[config.mk]
export PLATFORM = sky130hd
export DESIGN_NAME = mem_stage
export DESIGN_NICKNAME = d
export VERILOG_FILES = /design/src/rtl/mem_stage.sv
export SDC_FILE = /design/constraint.sdc
export NUM_CORES = 1
export LEC_CHECK = 0
export ABC_AREA = 1
export CAP_MARGIN = 20
export CORE_MARGIN = 4
export CORE_UTILIZATION = 40
export DETAILED_ROUTE_END_ITERATION = 6
export HOLD_SLACK_MARGIN = 0.02
export PLACE_DENSITY = 0.8
export SLEW_MARGIN = 0
export SYNTH_ARGS = -nofsm -noshare
export SYNTH_HDL_FRONTEND = slang
export SYNTH_SLANG_ARGS = --single-unit
[constraint.sdc]
create_clock -name clk -period 12 [get_ports clk]
set_clock_uncertainty 0.2 [all_clocks]
set_input_delay 1.2 -clock clk [delete_from_list [all_inputs] [get_ports clk]]
set_output_delay 1.2 -clock clk [all_outputs]
set_load 0.1 [all_outputs]
[src/rtl/mem_stage.sv]
// mem_stage: MEM stage of the 5-stage MIPS pipeline.
//   Issues req/ack data-memory accesses, aligns and extends loads, steers store
//   byte lanes, stalls upstream while an access is outstanding and owns the
//   MEM/WB pipeline register.
//
// Ports:
//   clk, reset                 pipeline clock, async active-high reset
//   valid_in, ALUResult_in,    EX/MEM slot contents
//   StoreData_in, WriteReg_in,
//   WBControl_in, MControl_in  MControl = {MemRead, MemWrite, LoadUnsigned, Size[1:0]}
//   stall                      combinational hold request to earlier stages
//   mem_req/we/addr/wdata/be   registered data-memory request
//   mem_rdata, mem_ack         memory response (ack is a one-cycle pulse)
//   ReadData, ALUResult,       MEM/WB register outputs
//   WriteReg_out, WBControl_out,
//   valid_out
//   mem_exc                    one-cycle pulse on misaligned/illegal memory op
//
// State | meaning
// IDLE   | evaluating the EX/MEM slot each cycle
// ACCESS | request outstanding, waiting for mem_ack
module mem_stage #(
  parameter int ADDR_W = 32
) (
  input  logic              clk,
  input  logic              reset,
  input  logic              valid_in,
  input  logic [31:0]       ALUResult_in,
  input  logic [31:0]       StoreData_in,
  input  logic [4:0]        WriteReg_in,
  input  logic [1:0]        WBControl_in,
  input  logic [4:0]        MControl_in,
  output logic              stall,
  output logic              mem_req,
  output logic              mem_we,
  output logic [ADDR_W-1:0] mem_addr,
  output logic [31:0]       mem_wdata,
  output logic [3:0]        mem_be,
  input  logic [31:0]       mem_rdata,
  input  logic              mem_ack,
  output logic [31:0]       ReadData,
  output logic [31:0]       ALUResult,
  output logic [4:0]        WriteReg_out,
  output logic [1:0]        WBControl_out,
  output logic              valid_out,
  output logic              mem_exc
);

  typedef enum logic {IDLE = 1'b0, ACCESS = 1'b1} state_t;

  state_t              state_q, state_d;
  logic                mem_req_q, mem_req_d;
  logic                mem_we_q, mem_we_d;
  logic [ADDR_W-1:0]   mem_addr_q, mem_addr_d;
  logic [31:0]         mem_wdata_q, mem_wdata_d;
  logic [3:0]          mem_be_q, mem_be_d;
  logic [31:0]         read_data_q, read_data_d;
  logic [31:0]         alu_result_q, alu_result_d;
  logic [4:0]          write_reg_q, write_reg_d;
  logic [1:0]          wb_ctrl_q, wb_ctrl_d;
  logic                valid_q, valid_d;
  logic                mem_exc_q, mem_exc_d;

  // Fields captured with the request and replayed into MEM/WB on ack.
  logic [1:0]          off_q, off_d;
  logic [1:0]          size_q, size_d;
  logic                lu_q, lu_d;
  logic [4:0]          wreg_l_q, wreg_l_d;
  logic [1:0]          wbctl_l_q, wbctl_l_d;
  logic [31:0]         alu_l_q, alu_l_d;

  logic       mem_read, mem_write, load_unsigned;
  logic [1:0] size, off;
  logic       is_byte, is_half, is_word;
  logic       memop, bad;

  assign mem_read      = MControl_in[4];
  assign mem_write     = MControl_in[3];
  assign load_unsigned = MControl_in[2];
  assign size          = MControl_in[1:0];
  assign off           = ALUResult_in[1:0];
  assign is_byte       = (size == 2'b00);
  assign is_half       = (size == 2'b01);
  assign is_word       = size[1];

  assign memop = valid_in & (mem_read | mem_write);
  assign bad   = (mem_read & mem_write) | (is_half & off[0]) | (is_word & (off != 2'b00));

  // stall drops in the ack cycle so upstream advances on the same edge.
  assign stall = (state_q == IDLE) ? (memop & ~bad) : ~mem_ack;

  // Load alignment from the latched offset/size.
  logic [31:0] rdata_shift;
  logic [7:0]  byte_lane;
  logic [15:0] half_lane;
  logic [31:0] load_data;

  always_comb begin
    rdata_shift = mem_rdata >> {off_q, 3'b000};
    byte_lane   = rdata_shift[7:0];
    half_lane   = off_q[1] ? mem_rdata[31:16] : mem_rdata[15:0];
    load_data   = mem_rdata;
    if (size_q == 2'b00)
      load_data = lu_q ? {24'h0, byte_lane} : {{24{byte_lane[7]}}, byte_lane};
    else if (size_q == 2'b01)
      load_data = lu_q ? {16'h0, half_lane} : {{16{half_lane[15]}}, half_lane};
  end

  always_comb begin
    state_d      = state_q;
    mem_req_d    = mem_req_q;
    mem_we_d     = mem_we_q;
    mem_addr_d   = mem_addr_q;
    mem_wdata_d  = mem_wdata_q;
    mem_be_d     = mem_be_q;
    read_data_d  = read_data_q;
    alu_result_d = alu_result_q;
    write_reg_d  = write_reg_q;
    wb_ctrl_d    = wb_ctrl_q;
    valid_d      = valid_q;
    mem_exc_d    = 1'b0;
    off_d        = off_q;
    size_d       = size_q;
    lu_d         = lu_q;
    wreg_l_d     = wreg_l_q;
    wbctl_l_d    = wbctl_l_q;
    alu_l_d      = alu_l_q;

    case (state_q)
      IDLE: begin
        if (!valid_in) begin
          valid_d   = 1'b0;
          wb_ctrl_d = 2'b00;
        end else if (!memop) begin
          read_data_d  = 32'h0;
          alu_result_d = ALUResult_in;
          write_reg_d  = WriteReg_in;
          wb_ctrl_d    = WBControl_in;
          valid_d      = 1'b1;
        end else if (bad) begin
          wb_ctrl_d = 2'b00;
          valid_d   = 1'b0;
          mem_exc_d = 1'b1;
        end else begin
          // MEM/WB holds while the access is in flight.
          state_d    = ACCESS;
          mem_req_d  = 1'b1;
          mem_we_d   = mem_write;
          mem_addr_d = {ALUResult_in[ADDR_W-1:2], 2'b00};
          mem_be_d   = 4'b1111;
          mem_wdata_d = StoreData_in;
          if (mem_write && is_byte) begin
            mem_be_d    = 4'b0001 << off;
            mem_wdata_d = {4{StoreData_in[7:0]}};
          end else if (mem_write && is_half) begin
            mem_be_d    = 4'b0011 << off;
            mem_wdata_d = {2{StoreData_in[15:0]}};
          end
          off_d     = off;
          size_d    = size;
          lu_d      = load_unsigned;
          wreg_l_d  = WriteReg_in;
          wbctl_l_d = WBControl_in;
          alu_l_d   = ALUResult_in;
        end
      end
      ACCESS: begin
        if (mem_ack) begin
          state_d      = IDLE;
          mem_req_d    = 1'b0;
          read_data_d  = mem_we_q ? 32'h0 : load_data;
          alu_result_d = alu_l_q;
          write_reg_d  = wreg_l_q;
          wb_ctrl_d    = wbctl_l_q;
          valid_d      = 1'b1;
        end
      end
      default: state_d = IDLE;
    endcase
  end

  always_ff @(posedge clk or posedge reset) begin
    if (reset) begin
      state_q      <= IDLE;
      mem_req_q    <= 1'b0;
      mem_we_q     <= 1'b0;
      mem_addr_q   <= '0;
      mem_wdata_q  <= 32'h0;
      mem_be_q     <= 4'h0;
      read_data_q  <= 32'h0;
      alu_result_q <= 32'h0;
      write_reg_q  <= 5'h0;
      wb_ctrl_q    <= 2'b00;
      valid_q      <= 1'b0;
      mem_exc_q    <= 1'b0;
      off_q        <= 2'b00;
      size_q       <= 2'b00;
      lu_q         <= 1'b0;
      wreg_l_q     <= 5'h0;
      wbctl_l_q    <= 2'b00;
      alu_l_q      <= 32'h0;
    end else begin
      state_q      <= state_d;
      mem_req_q    <= mem_req_d;
      mem_we_q     <= mem_we_d;
      mem_addr_q   <= mem_addr_d;
      mem_wdata_q  <= mem_wdata_d;
      mem_be_q     <= mem_be_d;
      read_data_q  <= read_data_d;
      alu_result_q <= alu_result_d;
      write_reg_q  <= write_reg_d;
      wb_ctrl_q    <= wb_ctrl_d;
      valid_q      <= valid_d;
      mem_exc_q    <= mem_exc_d;
      off_q        <= off_d;
      size_q       <= size_d;
      lu_q         <= lu_d;
      wreg_l_q     <= wreg_l_d;
      wbctl_l_q    <= wbctl_l_d;
      alu_l_q      <= alu_l_d;
    end
  end

  assign mem_req       = mem_req_q;
  assign mem_we        = mem_we_q;
  assign mem_addr      = mem_addr_q;
  assign mem_wdata     = mem_wdata_q;
  assign mem_be        = mem_be_q;
  assign ReadData      = read_data_q;
  assign ALUResult     = alu_result_q;
  assign WriteReg_out  = write_reg_q;
  assign WBControl_out = wb_ctrl_q;
  assign valid_out     = valid_q;
  assign mem_exc       = mem_exc_q;

endmodule

==> results.tsv <==
stage	metric	value	unit
sta	final worst-path cycle share	46.2	%
power_and_ir_drop	Static Leak	0.00506	uW
clock_tree	CTS tree	yes	
setup_path	CP Capture Point	stall	
die	IO Pins	256	
setup_path	Worst R2R Setup Slack	9.24	ns
logic_synthesis	cell with the most instances after synthesis	nand2_1	
clock_tree	clk buf depth	2	
setup_path	cell count of the worst reg-to-reg path	8	
logic_synthesis	yosys warns	0	
setup_path	WP buf/inv	2	
setup_path	critical path's most frequent cell	clkdlybuf4s50_1	
clock_tree	TritonCTS buffer count	17	
logic_synthesis	asr flop ratio synth	100	%
grt	number of global-route vias before repair	7158	
setup_path	CP max stage delay	1.19	ns
sta	Final Hold Viols	0	
setup_path	FF-to-FF Start	state_q$_DFF_PP0_	
die	initial core utilization	41.3	%
grt	largest net degree at the start of global routing	88	
sta	Slew HR	30.1	%
setup_path	CP delay by family, top	buffers and inverters	
logic_synthesis	share of the synthesized area in the top cell type	51.1	%
job	Max-Cap Viols	0	
setup_path	kind of critical path	in -> out	
clock_tree	clk_lat worst skew	0.41	ns
finish	layout cells sized above 1	4.81	%
logic_synthesis	Unique masters post-synth	24	
finish	final std cells w/o fill	1436	
detailed_routing	Routed WL	24100	um
sta	final slew viol count	0	
sta	RSZ-0062 raised after global routing	false	
sta	worst setup margin	6.45	ns
setup_path	slowest stage cell, crit path	clkdlybuf4s50_1	
clock_tree	clock sink total	154	
die	Core Region	18300	um^2
clock_tree	CTS clk-pin slew, worst paths	0.07	ns
setup_path	arrival time at the worst endpoint	4.15	ns
grt	global-route wire length before repair	38400	um
setup_path	worst endpoint required time	10.60	ns
logic_synthesis	register area share after synthesis	51.1	%
logic_synthesis	top cell type by total area after synthesis	dfrtp_1	
logic_synthesis	Post-synth EDFFs	0	
placement	Place WS	6.45	ns
power_and_ir_drop	Pwr Density	287	nW/um^2
detailed_routing	DRT Pass-1 Iters	5	
detailed_routing	remaining routing DRC violations	0	
setup_path	WP depth	5	
die	row cnt	49	
clock_tree	H-tree depth	4	
placement	dpl hpwl	17100	um
power_and_ir_drop	Worst IR Drop VDD	159	uV
finish	fin nets	1309	
finish	area delta synth->final	39.7	%
logic_synthesis	Avg Inst Size Synth	7.55	um^2
clock_tree	clk root buf	clkbuf_16	
logic_synthesis	cell count after synthesis	999	
logic_synthesis	Yosys reg bits	154	
setup_path	endpoint class of the critical path	primary output	
clock_tree	CTS hold repair buffers	0	
detailed_routing	Iter 0 DRT Violations	428	
sta	Peak Freq	180	MHz
worst_hold_path	min-delay worst type	reg -> reg	
die	Die Span X	145	um
detailed_routing	WL/cell	16.8	um
detailed_routing	Routed Antenna Nets	0	
detailed_routing	Vias/cell	5.10	
clock_tree	Setup Buffers After CTS	0	
outcome	outcome	finished, final reports clean	
placement	dpl cells	1402	
setup_path	Crit. Startpoint	MControl_in[0]	
sta	Setup TNS	0	ns
grt	gr usage total	22.3	%
grt	initial antenna violation count	1	
placement	RD Place Congestion	0.947	
detailed_routing	DR vias	7318	
grt	Congestion Overflow GR	0	
placement	buffers added on ports	253	
logic_synthesis	commonest cells in the netlist	nand2_1, dfrtp_1, nand3_1	
logic_synthesis	synthesized area	7540	um^2
clock_tree	post-cts sizing count	0	
die	Die Span Y	145	um
logic_synthesis	commonest register cell after synthesis	dfrtp_1	
finish	Non-Filler Cell Area, Final	10500	um^2
logic_synthesis	synth top area cells	dfrtp_1, nand2_1, nand3_1	
setup_path	worst reg2reg path endpoint	ReadData[25]$_DFFE_PP0P_	
sta	Final min period	5.55	ns
setup_path	crit-path cells	clkdlybuf4s50_1, nand3_1, nand4_4, nand2_1, clkdlybuf4s50_1	
sta	setup violators final	0	
sta	worst-margin pin slew	1.04	ns
die	die area	21100	um^2
setup_path	Startpoint Class	input pin	
placement	dpl cell area	9930	um^2
setup_path	worst-path fanout max	31	
[report_power, final]
| group | switching [uW] | leakage, uW | internal, uW |
|---|---|---|---|
| Clock | 230 | 0.000269 | 290 |
| Combinational | 1350 | 0.00290 | 370 |
| Sequential | 114 | 0.00190 | 669 |
| Total | 1690 | 0.00506 | 1330 |
[area by class of cell]
cell class                      count  area (um^2)
Antenna cell                        1         2.50
Fill cell                        1642         7740
Clock buffer                       17          425
Sequential cell                   154         3850
Multi-Input combinational cell    729         3090
Timing Repair Buffer              261         2610
Tap cell                          229          287
Inverter                           30          118
Clock inverter                     15          143
[cells by family after synthesis]
| kind of cell | count (synthesis) | share of synthesized area [%] |
|---|---|---|
| AOI/OAI and AO/OA | 76 | 5.71 |
| adders and majority gates | 4 | 0.664 |
| buffers and inverters | 117 | 8.07 |
| DFF | 154 | 51.1 |
| other | 1 | 0.0497 |
| and+or+nand+nor | 647 | 34.4 |
[worst min-delay path by stage]
stage / from / endpoint / slack [ns] / depth (start not counted)
CTS: wreg_l_q[0]$_DFFE_PP0P_ / wreg_l_q[0]$_DFFE_PP0P_ / 0.28 / 2
floorplan: wreg_l_q[0]$_DFFE_PP0P_ / wreg_l_q[0]$_DFFE_PP0P_ / 0.24 / 2
global route: wreg_l_q[0]$_DFFE_PP0P_ / wreg_l_q[0]$_DFFE_PP0P_ / 0.30 / 2
global placement: wreg_l_q[1]$_DFFE_PP0P_ / wreg_l_q[1]$_DFFE_PP0P_ / 0.25 / 2
finish: mem_wdata[15]$_DFFE_PP0P_ / mem_wdata[15]$_DFFE_PP0P_ / 0.28 / 2
detailed placement: wreg_l_q[0]$_DFFE_PP0P_ / wreg_l_q[0]$_DFFE_PP0P_ / 0.26 / 2
[sequential cells by signal, summed over array words and instances, names as in the netlist]
| signal | count |
|---|---|
| alu_l_q | 31 |
| ReadData | 32 |
| WBControl_out | 2 |
| WriteReg_out | 5 |
| size_q | 2 |
| wreg_l_q | 5 |
| mem_exc | 1 |
| lu_q | 1 |
| ALUResult | 32 |
| mem_wdata | 32 |
| mem_be | 4 |
| mem_req | 1 |
| wbctl_l_q | 2 |
| state_q | 1 |
| valid_out | 1 |
| mem_we | 1 |
| off_q | 1 |
[routing by layer]
layer  up-vias  routed length [um]  GRT usage, %
met5         -                   0             0
met4         0                 537          8.21
met3        43                2130          6.33
met2       337               11300          36.3
met1      3425               10200          28.6
li1       3513                   -             -
[tightest hold or removal path: cells and delay by family, from the launching register on]
kind | cells | cell delay, ns
DFF | 1 | 0.35
and+or+nand+nor | 2 | 0.09
[cell usage in the layout (no fill, tap or decap), types with 3 or more instances in the layout]
master             n
a31oi_1           38
buf_4              7
clkbuf_16         17
clkdlybuf4s50_1  253
clkinv_4           3
clkinvlp_4         4
dfrtp_1          154
ha_1               4
inv_1             22
inv_2              7
inv_6              5
nand2_1          473
nand3_1           90
nor2_1            73
nor2_4             3
o21ai_0           35
[per-stage QoR]
stage                     utilization, %  total power [uW]  hold slack (ns)
after floorplan                        -              2110            0.242
after global placement              54.4              2490            0.254
after detailed placement            54.4              2510            0.260
after CTS                           57.5              3030            0.276
after global routing                57.6              3140            0.297
final                               57.6              3020            0.275
No activity file was read; power rests on OpenSTA's default activity.
